## config.mk

```make
export PLATFORM = sky130hd
export DESIGN_NAME = vga_scanout_flat
export DESIGN_NICKNAME = d
export VERILOG_FILES = /design/src/rtl/vga_scanout_if.sv /design/src/rtl/vga_scanout.sv /design/src/flat_wrapper.sv
export SDC_FILE = /design/constraint.sdc
export NUM_CORES = 1
export LEC_CHECK = 0
export CAP_MARGIN = 30
export CORE_ASPECT_RATIO = 0.8
export CORE_UTILIZATION = 55
export DETAILED_ROUTE_END_ITERATION = 8
export PLACE_DENSITY = 0.8
export SLEW_MARGIN = 10
export SYNTH_ARGS = -nofsm -noshare
export SYNTH_HDL_FRONTEND = slang
export SYNTH_SLANG_ARGS = --single-unit
```

## constraint.sdc

```tcl
create_clock -name clock -period 7.4 [get_ports clock]
set_input_delay 1.11 -clock clock [delete_from_list [all_inputs] [get_ports clock]]
set_output_delay 1.11 -clock clock [all_outputs]
set_load 0.01 [all_outputs]
```

## src/rtl/vga_scanout_if.sv

```systemverilog
// Scanout bus: pixel strobe, framebuffer read port, VGA pins and frame tick.
interface vga_scanout_if #(
    parameter int CHANNEL_BITS = 4
);
    logic                    pixel_enable;
    logic [18:0]             ram_address;
    logic [2:0]              ram_read_data;
    logic [CHANNEL_BITS-1:0] vga_r;
    logic [CHANNEL_BITS-1:0] vga_g;
    logic [CHANNEL_BITS-1:0] vga_b;
    logic                    vga_hsync;
    logic                    vga_vsync;
    logic                    frame_start;

    modport master (
        input  pixel_enable, ram_read_data,
        output ram_address, vga_r, vga_g, vga_b, vga_hsync, vga_vsync, frame_start
    );

    modport slave (
        output pixel_enable, ram_read_data,
        input  ram_address, vga_r, vga_g, vga_b, vga_hsync, vga_vsync, frame_start
    );
endinterface

```

## src/rtl/vga_scanout.sv

```systemverilog
// 640x480@60 scanout of a 320x240x3 framebuffer, 2x2 pixel doubling; outputs lag the counters by 2 pixel_enable strobes.
// No backpressure: everything advances only on pixel_enable. Optional SCANLINES_EN blanks colour on odd output lines.
module vga_scanout #(
    parameter int H_VISIBLE    = 640,
    parameter int H_FRONT      = 16,
    parameter int H_SYNC       = 96,
    parameter int H_BACK       = 48,
    parameter int V_VISIBLE    = 480,
    parameter int V_FRONT      = 10,
    parameter int V_SYNC       = 2,
    parameter int V_BACK       = 33,
    parameter int FB_WIDTH     = 320,
    parameter int CHANNEL_BITS = 4
) (
    input  logic          clock,
    input  logic          reset,
    vga_scanout_if.master bus
);
    localparam logic [9:0] H_LAST   = 10'(H_VISIBLE + H_FRONT + H_SYNC + H_BACK - 1);
    localparam logic [9:0] V_LAST   = 10'(V_VISIBLE + V_FRONT + V_SYNC + V_BACK - 1);
    localparam logic [9:0] H_VIS    = 10'(H_VISIBLE);
    localparam logic [9:0] V_VIS    = 10'(V_VISIBLE);
    localparam logic [9:0] HS_BEGIN = 10'(H_VISIBLE + H_FRONT);
    localparam logic [9:0] HS_END   = 10'(H_VISIBLE + H_FRONT + H_SYNC);
    localparam logic [9:0] VS_BEGIN = 10'(V_VISIBLE + V_FRONT);
    localparam logic [9:0] VS_END   = 10'(V_VISIBLE + V_FRONT + V_SYNC);

    logic [9:0]  h_count;
    logic [9:0]  v_count;
    logic        h_wrap;
    logic        frame_wrap;
    logic        visible;
    logic        hsync_raw;
    logic        vsync_raw;
    logic [8:0]  fb_y;
    logic [18:0] row_base;
    logic [18:0] address_next;
    logic        visible_d;
    logic        hsync_d;
    logic        vsync_d;
    logic        blank;

    assign h_wrap     = (h_count == H_LAST);
    assign frame_wrap = h_wrap && (v_count == V_LAST);
    assign visible    = (h_count < H_VIS) && (v_count < V_VIS);
    assign hsync_raw  = !((h_count >= HS_BEGIN) && (h_count < HS_END));
    assign vsync_raw  = !((v_count >= VS_BEGIN) && (v_count < VS_END));

    // 320*y as two shifts; other strides fall back to a plain multiply.
    assign fb_y     = v_count[9:1];
    assign row_base = (FB_WIDTH == 320) ? (({10'd0, fb_y} << 8) + ({10'd0, fb_y} << 6))
                                        : 19'(32'(fb_y) * FB_WIDTH);
    assign address_next = visible ? (row_base + {10'd0, h_count[9:1]}) : 19'd0;

    assign bus.frame_start = bus.pixel_enable && frame_wrap && !reset;

    always_ff @(posedge clock) begin
        if (reset) begin
            h_count <= 10'd0;
            v_count <= 10'd0;
        end else if (bus.pixel_enable) begin
            if (h_wrap) begin
                h_count <= 10'd0;
                v_count <= (v_count == V_LAST) ? 10'd0 : v_count + 10'd1;
            end else begin
                h_count <= h_count + 10'd1;
            end
        end
    end

    always_ff @(posedge clock) begin
        if (reset) begin
            bus.ram_address <= 19'd0;
            visible_d       <= 1'b0;
            hsync_d         <= 1'b1;
            vsync_d         <= 1'b1;
        end else if (bus.pixel_enable) begin
            bus.ram_address <= address_next;
            visible_d       <= visible;
            hsync_d         <= hsync_raw;
            vsync_d         <= vsync_raw;
        end
    end

`ifdef SCANLINES_EN
    logic line_odd_d;

    always_ff @(posedge clock) begin
        if (reset) begin
            line_odd_d <= 1'b0;
        end else if (bus.pixel_enable) begin
            line_odd_d <= v_count[0];
        end
    end

    assign blank = !visible_d || line_odd_d;
`else
    assign blank = !visible_d;
`endif

    // RAM data for the stage-1 address is valid here because strobes are >= 2 clocks apart.
    always_ff @(posedge clock) begin
        if (reset) begin
            bus.vga_r     <= '0;
            bus.vga_g     <= '0;
            bus.vga_b     <= '0;
            bus.vga_hsync <= 1'b1;
            bus.vga_vsync <= 1'b1;
        end else if (bus.pixel_enable) begin
            bus.vga_r     <= blank ? '0 : {CHANNEL_BITS{bus.ram_read_data[2]}};
            bus.vga_g     <= blank ? '0 : {CHANNEL_BITS{bus.ram_read_data[1]}};
            bus.vga_b     <= blank ? '0 : {CHANNEL_BITS{bus.ram_read_data[0]}};
            bus.vga_hsync <= hsync_d;
            bus.vga_vsync <= vsync_d;
        end
    end
endmodule

```

## src/flat_wrapper.sv

```systemverilog
// flat-port wrapper written by rule: the top's interface ports become plain ports
module vga_scanout_flat 
#(
    parameter int H_VISIBLE    = 640,
    parameter int H_FRONT      = 16,
    parameter int H_SYNC       = 96,
    parameter int H_BACK       = 48,
    parameter int V_VISIBLE    = 480,
    parameter int V_FRONT      = 10,
    parameter int V_SYNC       = 2,
    parameter int V_BACK       = 33,
    parameter int FB_WIDTH     = 320,
    parameter int CHANNEL_BITS = 4
)
  (clock, reset, bus_pixel_enable, bus_ram_read_data, bus_ram_address, bus_vga_r, bus_vga_g, bus_vga_b, bus_vga_hsync, bus_vga_vsync, bus_frame_start);
  vga_scanout_if #(.CHANNEL_BITS(CHANNEL_BITS)) bus_i ();
  input  logic clock;
  input  logic reset;
  input wire logic [$bits(bus_i.pixel_enable)-1:0] bus_pixel_enable;
  input wire logic [$bits(bus_i.ram_read_data)-1:0] bus_ram_read_data;
  output wire logic [$bits(bus_i.ram_address)-1:0] bus_ram_address;
  output wire logic [$bits(bus_i.vga_r)-1:0] bus_vga_r;
  output wire logic [$bits(bus_i.vga_g)-1:0] bus_vga_g;
  output wire logic [$bits(bus_i.vga_b)-1:0] bus_vga_b;
  output wire logic [$bits(bus_i.vga_hsync)-1:0] bus_vga_hsync;
  output wire logic [$bits(bus_i.vga_vsync)-1:0] bus_vga_vsync;
  output wire logic [$bits(bus_i.frame_start)-1:0] bus_frame_start;
  assign bus_i.pixel_enable = bus_pixel_enable;
  assign bus_i.ram_read_data = bus_ram_read_data;
  assign bus_ram_address = bus_i.ram_address;
  assign bus_vga_r = bus_i.vga_r;
  assign bus_vga_g = bus_i.vga_g;
  assign bus_vga_b = bus_i.vga_b;
  assign bus_vga_hsync = bus_i.vga_hsync;
  assign bus_vga_vsync = bus_i.vga_vsync;
  assign bus_frame_start = bus_i.frame_start;
  vga_scanout #(.H_VISIBLE(H_VISIBLE), .H_FRONT(H_FRONT), .H_SYNC(H_SYNC), .H_BACK(H_BACK), .V_VISIBLE(V_VISIBLE), .V_FRONT(V_FRONT), .V_SYNC(V_SYNC), .V_BACK(V_BACK), .FB_WIDTH(FB_WIDTH), .CHANNEL_BITS(CHANNEL_BITS)) u_core (.clock(clock), .reset(reset), .bus(bus_i));
endmodule
```

Yosys cells after proc, flatten, opt, wreduce, memory -nomap -nowiden --
Cells that the tools add are included.
Storage, ports and cells: register bits after elaboration 56, bits of input ports 6, output and inout bits 34
Cells by class: add/subtract/negate cells 4, order comparisons 6, eq/ne operators 2, mux-type cells 6, reductions and logical operators 10
Operators with widths (count):
- adder 10 x 1 -> 10 bit (second input constant) | 2
- == test 10 bit (second input constant) | 2
- < comparator 10 bit (second input constant) | 2
- < comparator 10 x 9 -> 1 bit (second input constant) | 2
- 2-to-1 mux 10 bit | 2
- adder 19 x 9 -> 19 bit | 1
- 2-to-1 mux 19 bit | 1
- adder 17 x 15 -> 18 bit | 1
- 2-to-1 mux 4 bit | 3
- >= comparator 10 bit (second input constant) | 1
- >= comparator 10 x 9 -> 1 bit (second input constant) | 1
- logical AND 1 bit | 6
- zero test 1 bit | 3
- AND reduction 2 bit | 1

Depth between registers and ports, before layout --
Gate-level depths: netlist of run 1.
depth after elaboration 4, depth in mapped cells 9, mapped depth without buffers 9

Least setup slack after synthesis of run 1 --
No wires, ideal clock.
path kind input -> output, from input port bus_pixel_enable, to output port bus_frame_start, arrival time 2.068 ns, required time 6.290 ns, setup slack 4.222 ns, stages on the path 5, buffers on the path 1, path through buf_2 -> nand4_2 -> nor4_1 -> nand3b_1 -> nor3_1
On the way: cells in the longest elaborated chain, start to end 2
RTL lines:
- from (decl) | line flat_wrapper.sv:19 | input wire logic [$bits(bus_i.pixel_enable)-1:0] bus_pixel_enable;
- logical AND 1 bit (2 in a row) | line vga_scanout.sv:55 | assign bus.frame_start = bus.pixel_enable && frame_wrap && !reset;
- to (decl) | line flat_wrapper.sv:27 | output wire logic [$bits(bus_i.frame_start)-1:0] bus_frame_start;
Every way passes these cells.

Final worst setup path of run 1 --
Ends and elaborated chain as after synthesis.

==> results.json, run 1 <==
{
  "synth_edf_count": 0,
  "vias": 2155,
  "status": "finished clean",
  "drt_iter0_markers": 130,
  "fillers": 355,
  "setup_tns_ns": 0,
  "synth-main-ff-cell": "dfxtp_1",
  "drive_gt1_frac": 0.0573,
  "finalCritPeriodShare": 0.632,
  "cp.arrival_ns": 3.57,
  "synth_cells": 285,
  "cts_hold_buf": 0,
  "nets": 335,
  "multi_input_area_um2": 1380,
  "cts_setup_buffers": 0,
  "gp_congestion": 0.809,
  "regArea_um2": 941,
  "wl_mm": 5.32,
  "vias_per_cell": 5.81,
  "setup_viol_count_final": 0,
  "setup_ws_ns": 2.72,
  "finalMaxSlewViolations": 0,
  "timing.clock.skew_ns": 0.00465,
  "tritoncts": "done",
  "drc": 0,
  "place_ws_ns": 2.73,
  "rsz0062_at_grt": "false",
  "maxSlewHeadroom": 0.521,
  "yosysUniqueCellTypes": 51,
  "dp_cells": 363,
  "io_pins": 40,
  "crit_fanout": 17,
  "area_delta_synth_final_pct": 18.1,
  "hold_viol_final": 0,
  "required_ns": 6.29,
  "synth.most_common_cell": "dfxtp_1",
  "dr.pass1.iters": 4,
  "synth_area_leader_cell": "dfxtp_1",
  "grt.total_usage": 0.233,
  "grt_pass1_wl_mm": 9.10,
  "stdcell_area_um2": 2940,
  "yosys_warnings": 0,
  "synth_top_cell_area_share": 0.378,
  "initial_utilization": 0.586,
  "startpoint_type": "input pin",
  "p_total_uw": 432,
  "place_area_um2": 2860,
  "antenna_found_initial": 0,
  "rows": 21,
  "cellLeakagePower_nw": 1.08,
  "grt_pass1_vias": 1939,
  "syn-num-nets": 307,
  "cts_buffers": 5,
  "period_needed_ns": 4.68,
  "clk_latency_ns": 0.29,
  "endpoint_kind": "primary output",
  "htreeDepth": 2,
  "ys_seq_elements": 47,
  "cts.sinks": 47,
  "synth_area_leaders": "dfxtp_1, ha_1, nor2_1, xor2_1, a22oi_1",
  "dp_hpwl_mm": 3.82,
  "synthTopCellsByCount": "dfxtp_1, nor2_1, nand2_1",
  "synth_area_per_cell_um2": 8.75,
  "fmax_mhz": 214,
  "tightest_slew_ns": 0.716,
  "dieArea_um2": 4810,
  "power_density_nw_per_um2": 147,
  "antenna_cells": 0,
  "async_reset_ff_frac": 0,
  "design.core.area_um2": 4260,
  "die_h_um": 62.2,
  "io_buffer_count": 39,
  "ctsResizeCount": 0,
  "peakVddDrop_uv": 127,
  "drv_cap": 0,
  "ys_seq_area_frac": 0.378,
  "fin_cells": 371,
  "worst_hold_path_type": "flop to flop",
  "die_x_um": 77.3,
  "overflow": 0,
  "syn_area_um2": 2490,
  "cts_root_buffer": "clkbuf_8",
  "path_clk_slew_ns": 0.08,
  "cts.path.max_buffers": 2,
  "path_class": "input pin to primary output",
  "final_antenna_net_count": 0,
  "avgRoutedWirePerCell_um": 14.3,
  "grt_max_degree": 33
}
-- per-layer routing --
metal,track usage,vias up,part of all wire,routed length [um]
li1,-,1064,-,-
met1,0.320,1040,0.49,2620
met2,0.375,49,0.46,2440
met3,0.0485,2,0.044,232
met4,0.0495,0,0.0043,23
met5,0,-,0,0
-- state kept, by name, indices dropped and copies added, names as in the netlist --
register and cells:
u_core.bus.vga_vsync 1, u_core.bus.vga_r 1, u_core.bus.ram_address 19, u_core.bus.vga_g 1, u_core.h_count 10, u_core.bus.vga_b 1, u_core.hsync_d 1, u_core.vsync_d 1
u_core.bus.vga_hsync 1, u_core.v_count 10, u_core.visible_d 1
-- logic make-up after synthesis --
kind of cell / share of synthesized area
compound gates: 0.143
xor+xnor: 0.0773
fa+ha+maj: 0.0863
buf+inv: 0.0673
flops: 0.378
mux: 0.0161
simple gates: 0.232
-- cells in the final DEF, fill, tap and decap left out, types with 2 or more instances in the layout --
master,n
fa_1,2
nor3_1,13
nand4b_1,4
or3_1,4
o21ai_1,2
a31oi_1,2
ha_1,14
nor2_1,34
xor2_1,13
o32ai_1,2
clkbuf_8,5
clkdlybuf4s50_1,39
or4_1,2
nor4_1,2
xnor2_1,9
nand2_1,18
nor3b_1,3
nand4_1,8
inv_1,14
mux2i_1,4
o21ai_0,9
a21o_1,2
dfxtp_1,47
nand3_1,5
a21oi_1,12
nand3b_1,2
buf_4,2
a22oi_1,12
and3_1,5
-- stage by stage --
stage | hold WS [ns] | utilization
CTS | 0.486 | 0.691
detailed placement | 0.460 | 0.671
global route | 0.510 | 0.691
floorplan | 0.445 | -
finish | 0.487 | 0.691
global placement | 0.460 | 0.671
-- critical path: stages --
cell and delay (ns):
clkdlybuf4s50_1 0.93, nand4_2 0.32, nor4_1 0.31, nand3b_1 0.13, nor3_1 0.19, clkdlybuf4s50_1 0.56
-- final cells by class --
| class | count | share of cell area |
|---|---|---|
| Multi-Input combinational cell | 203 | 0.470 |
| Sequential cell | 47 | 0.320 |
| Timing Repair Buffer | 41 | 0.138 |
| Clock buffer | 6 | 0.0247 |
| Tap cell | 57 | 0.0242 |
| Inverter | 15 | 0.0191 |
| Clock inverter | 2 | 0.00425 |
-- power by group --
group | switching [mW] | total, mW | internal (mW)
registers | 0.00289 | 0.258 | 0.255
logic | 0.0137 | 0.0232 | 0.00942
clock network | 0.0845 | 0.151 | 0.0661
total | 0.101 | 0.432 | 0.330
-- path summary, 6_finish.rpt --
check	from	end	slack, ns	cells past startpoint
setup reg to reg	u_core.v_count[1]	u_core.bus.ram_address[15]	4.73	9
hold reg to reg	u_core.bus.ram_address[12]	u_core.bus.ram_address[12]	0.49	2
hold / removal	u_core.bus.ram_address[12]	u_core.bus.ram_address[12]	0.49	2
setup / recovery	bus_pixel_enable	bus_frame_start	2.72	6
(Power assumes the default switching activity.)
==> inputs of run 2 (changes only) <==
CORE_UTILIZATION = 53   (was 55)
PLACE_DENSITY = 0.77   (was 0.8)
clock period = 4.5 ns   (was 7.4 ns; I/O delays follow)
==> results.json, run 2 (same netlist as run 1, synthesis figures left out) <==
{
  "status": "finished clean",
  "setup_tns_ns": 0,
  "startpoint_type": "input pin",
  "final_antenna_net_count": 0,
  "comb_power_share": 0.050,
  "drc": 0,
  "clk_latency_ns": 0.31,
  "cts.sinks": 47,
  "drt_iter0_markers": 99,
  "place_ws_ns": 1.23,
  "required_ns": 3.83,
  "cellLeakagePower_nw": 1.10,
  "finalMaxSlewViolations": 0,
  "antenna_found_initial": 0,
  "initial_utilization": 0.575,
  "tritoncts": "done",
  "p_int_uw": 600,
  "cts_buffers": 5,
  "wl_mm": 5.25,
  "area_delta_synth_final_pct": 19.5,
  "grt_max_degree": 32,
  "post-route-util": 0.687,
  "grt.total_usage": 0.233,
  "htreeDepth": 2,
  "endpoint_kind": "primary output",
  "holdPathStages": 2,
  "path_class": "input pin to primary output",
  "die_h_um": 63.3,
  "cts_root_buffer": "clkbuf_8",
  "path_clk_slew_ns": 0.08,
  "fillers": 337,
  "peakVddDrop_uv": 245,
  "vias_per_cell": 5.65,
  "cp.arrival_ns": 2.58,
  "regMostFlops": "u_core.bus.ram_address",
  "cts_setup_buffers": 0,
  "crit_fanout": 6,
  "p_switching_uw": 173,
  "period_needed_ns": 3.26,
  "final_common_cell": "dfxtp_1",
  "reg2reg_depth": 8,
  "worstReg2RegEnd": "u_core.bus.ram_address[15]",
  "r2r_slack_ns": 1.85,
  "dp_hpwl_mm": 3.84,
  "r2r-start": "u_core.v_count[1]",
  "setup_viol_count_final": 0,
  "dieArea_um2": 4980,
  "io_buffer_count": 39,
  "rsz0062_at_grt": "false",
  "finalCritPeriodShare": 0.724,
  "cts.path.max_buffers": 2,
  "largestRegisters": "u_core.bus.ram_address (19), u_core.h_count (10), u_core.v_count (10)",
  "gp_congestion": 0.850,
  "critPathMaxStageDelay_ns": 0.57,
  "min_from": "u_core.bus.ram_address[16]",
  "nets": 336,
  "tightest_slew_ns": 0.648,
  "power.share.switching": 0.223,
  "avgRoutedWirePerCell_um": 14.1,
  "crit_path_frequent_cell": "clkdlybuf4s50_1",
  "vias": 2101,
  "antenna_cells": 0,
  "rows": 21,
  "drive_gt1_frac": 0.0635,
  "dr.pass1.iters": 4,
  "largest_reg_flops": 19,
  "crit_chain": "clkdlybuf4s50_1 -> nand4_2 -> nor4_1 -> nand3b_1 -> nor3_1 -> clkdlybuf4s50_1",
  "power.share.clock": 0.402,
  "worst_hold_path_type": "flop to flop",
  "fmax_mhz": 307,
  "grt_pass1_vias": 1926,
  "setup_ws_ns": 1.24,
  "timing.clock.skew_ns": 0.00454,
  "maxSlewHeadroom": 0.565,
  "grt_pass1_wl_mm": 9.02,
  "final_cell_mix": "dfxtp_1, clkdlybuf4s50_1, nor2_1",
  "power_frac_seq": 0.548,
  "io_pins": 40,
  "crit_path_top_delay_cell": "clkdlybuf4s50_1",
  "design.core.area_um2": 4340,
  "overflow": 0,
  "die_x_um": 78.7,
  "hold_viol_final": 0,
  "power_density_nw_per_um2": 260,
  "drv_cap": 0,
  "ctsResizeCount": 0,
  "holdPathEnd": "u_core.bus.ram_address[16]",
  "cts_hold_buf": 0
}
==> run 2: cell type report <==
class	count	area, um^2	share of cell area
multi-input combinational	203	1380	0.465
sequential	47	941	0.316
timing repair buffer	42	413	0.139
tap	57	71.3	0.0239
clock buffer	5	68.8	0.0231
inverter	15	56.3	0.0189
clock inverter	3	43.8	0.0147
==> run 2: per-stage QoR <==
stage	hold WS [ns]	total power, mW	std cells	area [um^2]
after global placement	0.460	0.471	364	2870
after detailed placement	0.464	0.472	364	2870
final	0.481	0.773	372	2980
after global routing	0.497	0.802	372	2980
after CTS	0.486	0.780	372	2980
after floorplan	0.445	0.457	285	2490
==> run 2: worst max-delay path by stage <==
stage                            from                          to  slack (ns)
global route         bus_pixel_enable             bus_frame_start        1.13
floorplan           u_core.v_count[1]  u_core.bus.ram_address[15]        2.14
finish               bus_pixel_enable             bus_frame_start        1.24
detailed placement   bus_pixel_enable             bus_frame_start        1.23
CTS                  bus_pixel_enable             bus_frame_start        1.20
global placement     bus_pixel_enable             bus_frame_start        1.27
==> run 2: critical path, delay by kind of cell <==
family | cells | cell delay, ns
buffers and inverters | 2 | 1.10
and+or+nand+nor | 4 | 0.81
==> run 2: metal layers <==
| layer | wire length, um | track usage |
|---|---|---|
| met5 | 0 | 0 |
| met4 | 70 | 0.0833 |
| met3 | 222 | 0.0478 |
| met2 | 2330 | 0.360 |
| met1 | 2620 | 0.319 |
==> run 2: power by group through the flow <==
stage / Clock, mW / Combinational, mW / Sequential (mW)
after CTS: 0.317 / 0.0389 / 0.424
after global routing: 0.335 / 0.0425 / 0.424
final: 0.311 / 0.0389 / 0.424
after global placement: 0 / 0.0383 / 0.433
after floorplan: 0 / 0.0244 / 0.433
after detailed placement: 0 / 0.0388 / 0.433
==> inputs of run 3 (changes only) <==
clock period = 3.36 ns   (was 4.5 ns; I/O delays follow)
==> results.json, run 3 (same netlist as run 1, synthesis figures left out) <==
{
  "htreeDepth": 2,
  "fmax_mhz": 347,
  "rsz0062_at_grt": "false",
  "crit_fanout": 6,
  "period_needed_ns": 2.88,
  "drv_cap": 0,
  "cp.arrival_ns": 2.38,
  "io_buffer_count": 39,
  "dp_hpwl_mm": 4.00,
  "dp_cells": 366,
  "top_layer_used": "met4",
  "dr.pass1.iters": 4,
  "largest_reg_flops": 19,
  "place_area_um2": 2880,
  "stdcell_area_um2": 2990,
  "finalMaxSlewViolations": 0,
  "grt_pass1_vias": 1969,
  "power_density_nw_per_um2": 345,
  "status": "finished clean",
  "required_ns": 2.86,
  "wl_met1_mm": 2.67,
  "antenna_cells": 0,
  "fin_cells": 374,
  "cts.sinks": 47,
  "grt.total_usage": 0.232,
  "path_class": "input pin to primary output",
  "io_pins": 40,
  "wl_mm": 5.33,
  "path_clk_slew_ns": 0.09,
  "ctsResizeCount": 0,
  "vias_per_cell": 5.63,
  "maxSlewHeadroom": 0.552,
  "finalCritPeriodShare": 0.858,
  "peakVddDrop_uv": 319,
  "vias": 2106,
  "regMostFlops": "u_core.bus.ram_address",
  "tritoncts": "done",
  "endpoint_kind": "primary output",
  "overflow": 0,
  "grt_max_degree": 31,
  "die_h_um": 63.3,
  "cts.path.max_buffers": 2,
  "antenna_found_initial": 0,
  "design.core.area_um2": 4340,
  "die_x_um": 78.7,
  "setup_tns_ns": 0,
  "setup_viol_count_final": 0,
  "final_antenna_net_count": 0,
  "avgRoutedWirePerCell_um": 14.2,
  "drive_gt1_frac": 0.0694,
  "tightest_slew_ns": 0.667,
  "area_delta_synth_final_pct": 20.1,
  "largestRegisters": "u_core.bus.ram_address (19), u_core.h_count (10), u_core.v_count (10)",
  "met2_length_mm": 2.41,
  "fillers": 374,
  "dieArea_um2": 4980,
  "initial_utilization": 0.575,
  "final_common_cell": "dfxtp_1",
  "dr_wl_met3_um": 198,
  "nets": 338,
  "clk_latency_ns": 0.30,
  "rows": 21,
  "p_total_mw": 1.03,
  "gp_congestion": 0.848,
  "drt_iter0_markers": 97,
  "grt_pass1_wl_mm": 9.14,
  "cellLeakagePower_nw": 1.11,
  "final_cell_mix": "dfxtp_1, clkdlybuf4s50_1, nor2_1",
  "hold_viol_final": 0,
  "worst_hold_path_type": "flop to flop",
  "cts_buffers": 5,
  "timing.clock.skew_ns": 0.00532,
  "cts_root_buffer": "clkbuf_8",
  "cts_hold_buf": 0,
  "cts_setup_buffers": 0,
  "drc": 0,
  "startpoint_type": "input pin"
}
## run 3: per-layer routing
layer,vias up,GRT usage
li1,1066,-
met1,991,0.313
met2,43,0.376
met3,6,0.0478
met4,0,0.0556
met5,-,0
## run 3: worst max-delay path, cell delays in order
cell	delay, ns
clkdlybuf4s50_1	0.52
nand4_2	0.19
nor4_1	0.28
nand3b_1	0.13
nor3_1	0.19
clkdlybuf4s50_1	0.57
## run 3: path summary, 6_finish.rpt
| kind | cells after the start | endpoint | from | slack [ns] |
|---|---|---|---|---|
| max | 6 | bus_frame_start | bus_pixel_enable | 0.48 |
| min | 2 | u_core.bus.vga_hsync | u_core.bus.vga_hsync | 0.48 |
| max reg2reg | 9 | u_core.bus.ram_address[15] | u_core.v_count[1] | 0.71 |
| min reg2reg | 2 | u_core.bus.vga_hsync | u_core.bus.vga_hsync | 0.48 |
## run 3: report_power, final
group | internal, mW | leakage [nW] | switching (mW) | total (mW)
combinational | 0.0230 | 0.673 | 0.0316 | 0.0546
clock | 0.222 | 0.0581 | 0.189 | 0.410
sequential | 0.561 | 0.380 | 0.00556 | 0.567
## run 3: final cells by class
cell class	count	area [um^2]	share of cell area
Inverter	15	56.3	0.0188
Multi-Input combinational cell	203	1380	0.462
Clock inverter	3	43.8	0.0146
Sequential cell	47	941	0.314
Tap cell	57	71.3	0.0238
Clock buffer	5	68.8	0.0230
Timing Repair Buffer	44	428	0.143
## run 3: per-stage QoR
| stage | worst slack (ns) | utilization | hold slack, ns |
|---|---|---|---|
| after floorplan | 0.998 | - | 0.445 |
| after global placement | 0.470 | 0.664 | 0.456 |
| after detailed placement | 0.479 | 0.664 | 0.461 |
| after CTS | 0.459 | 0.690 | 0.483 |
| after global routing | 0.349 | 0.690 | 0.503 |
| final | 0.476 | 0.690 | 0.479 |
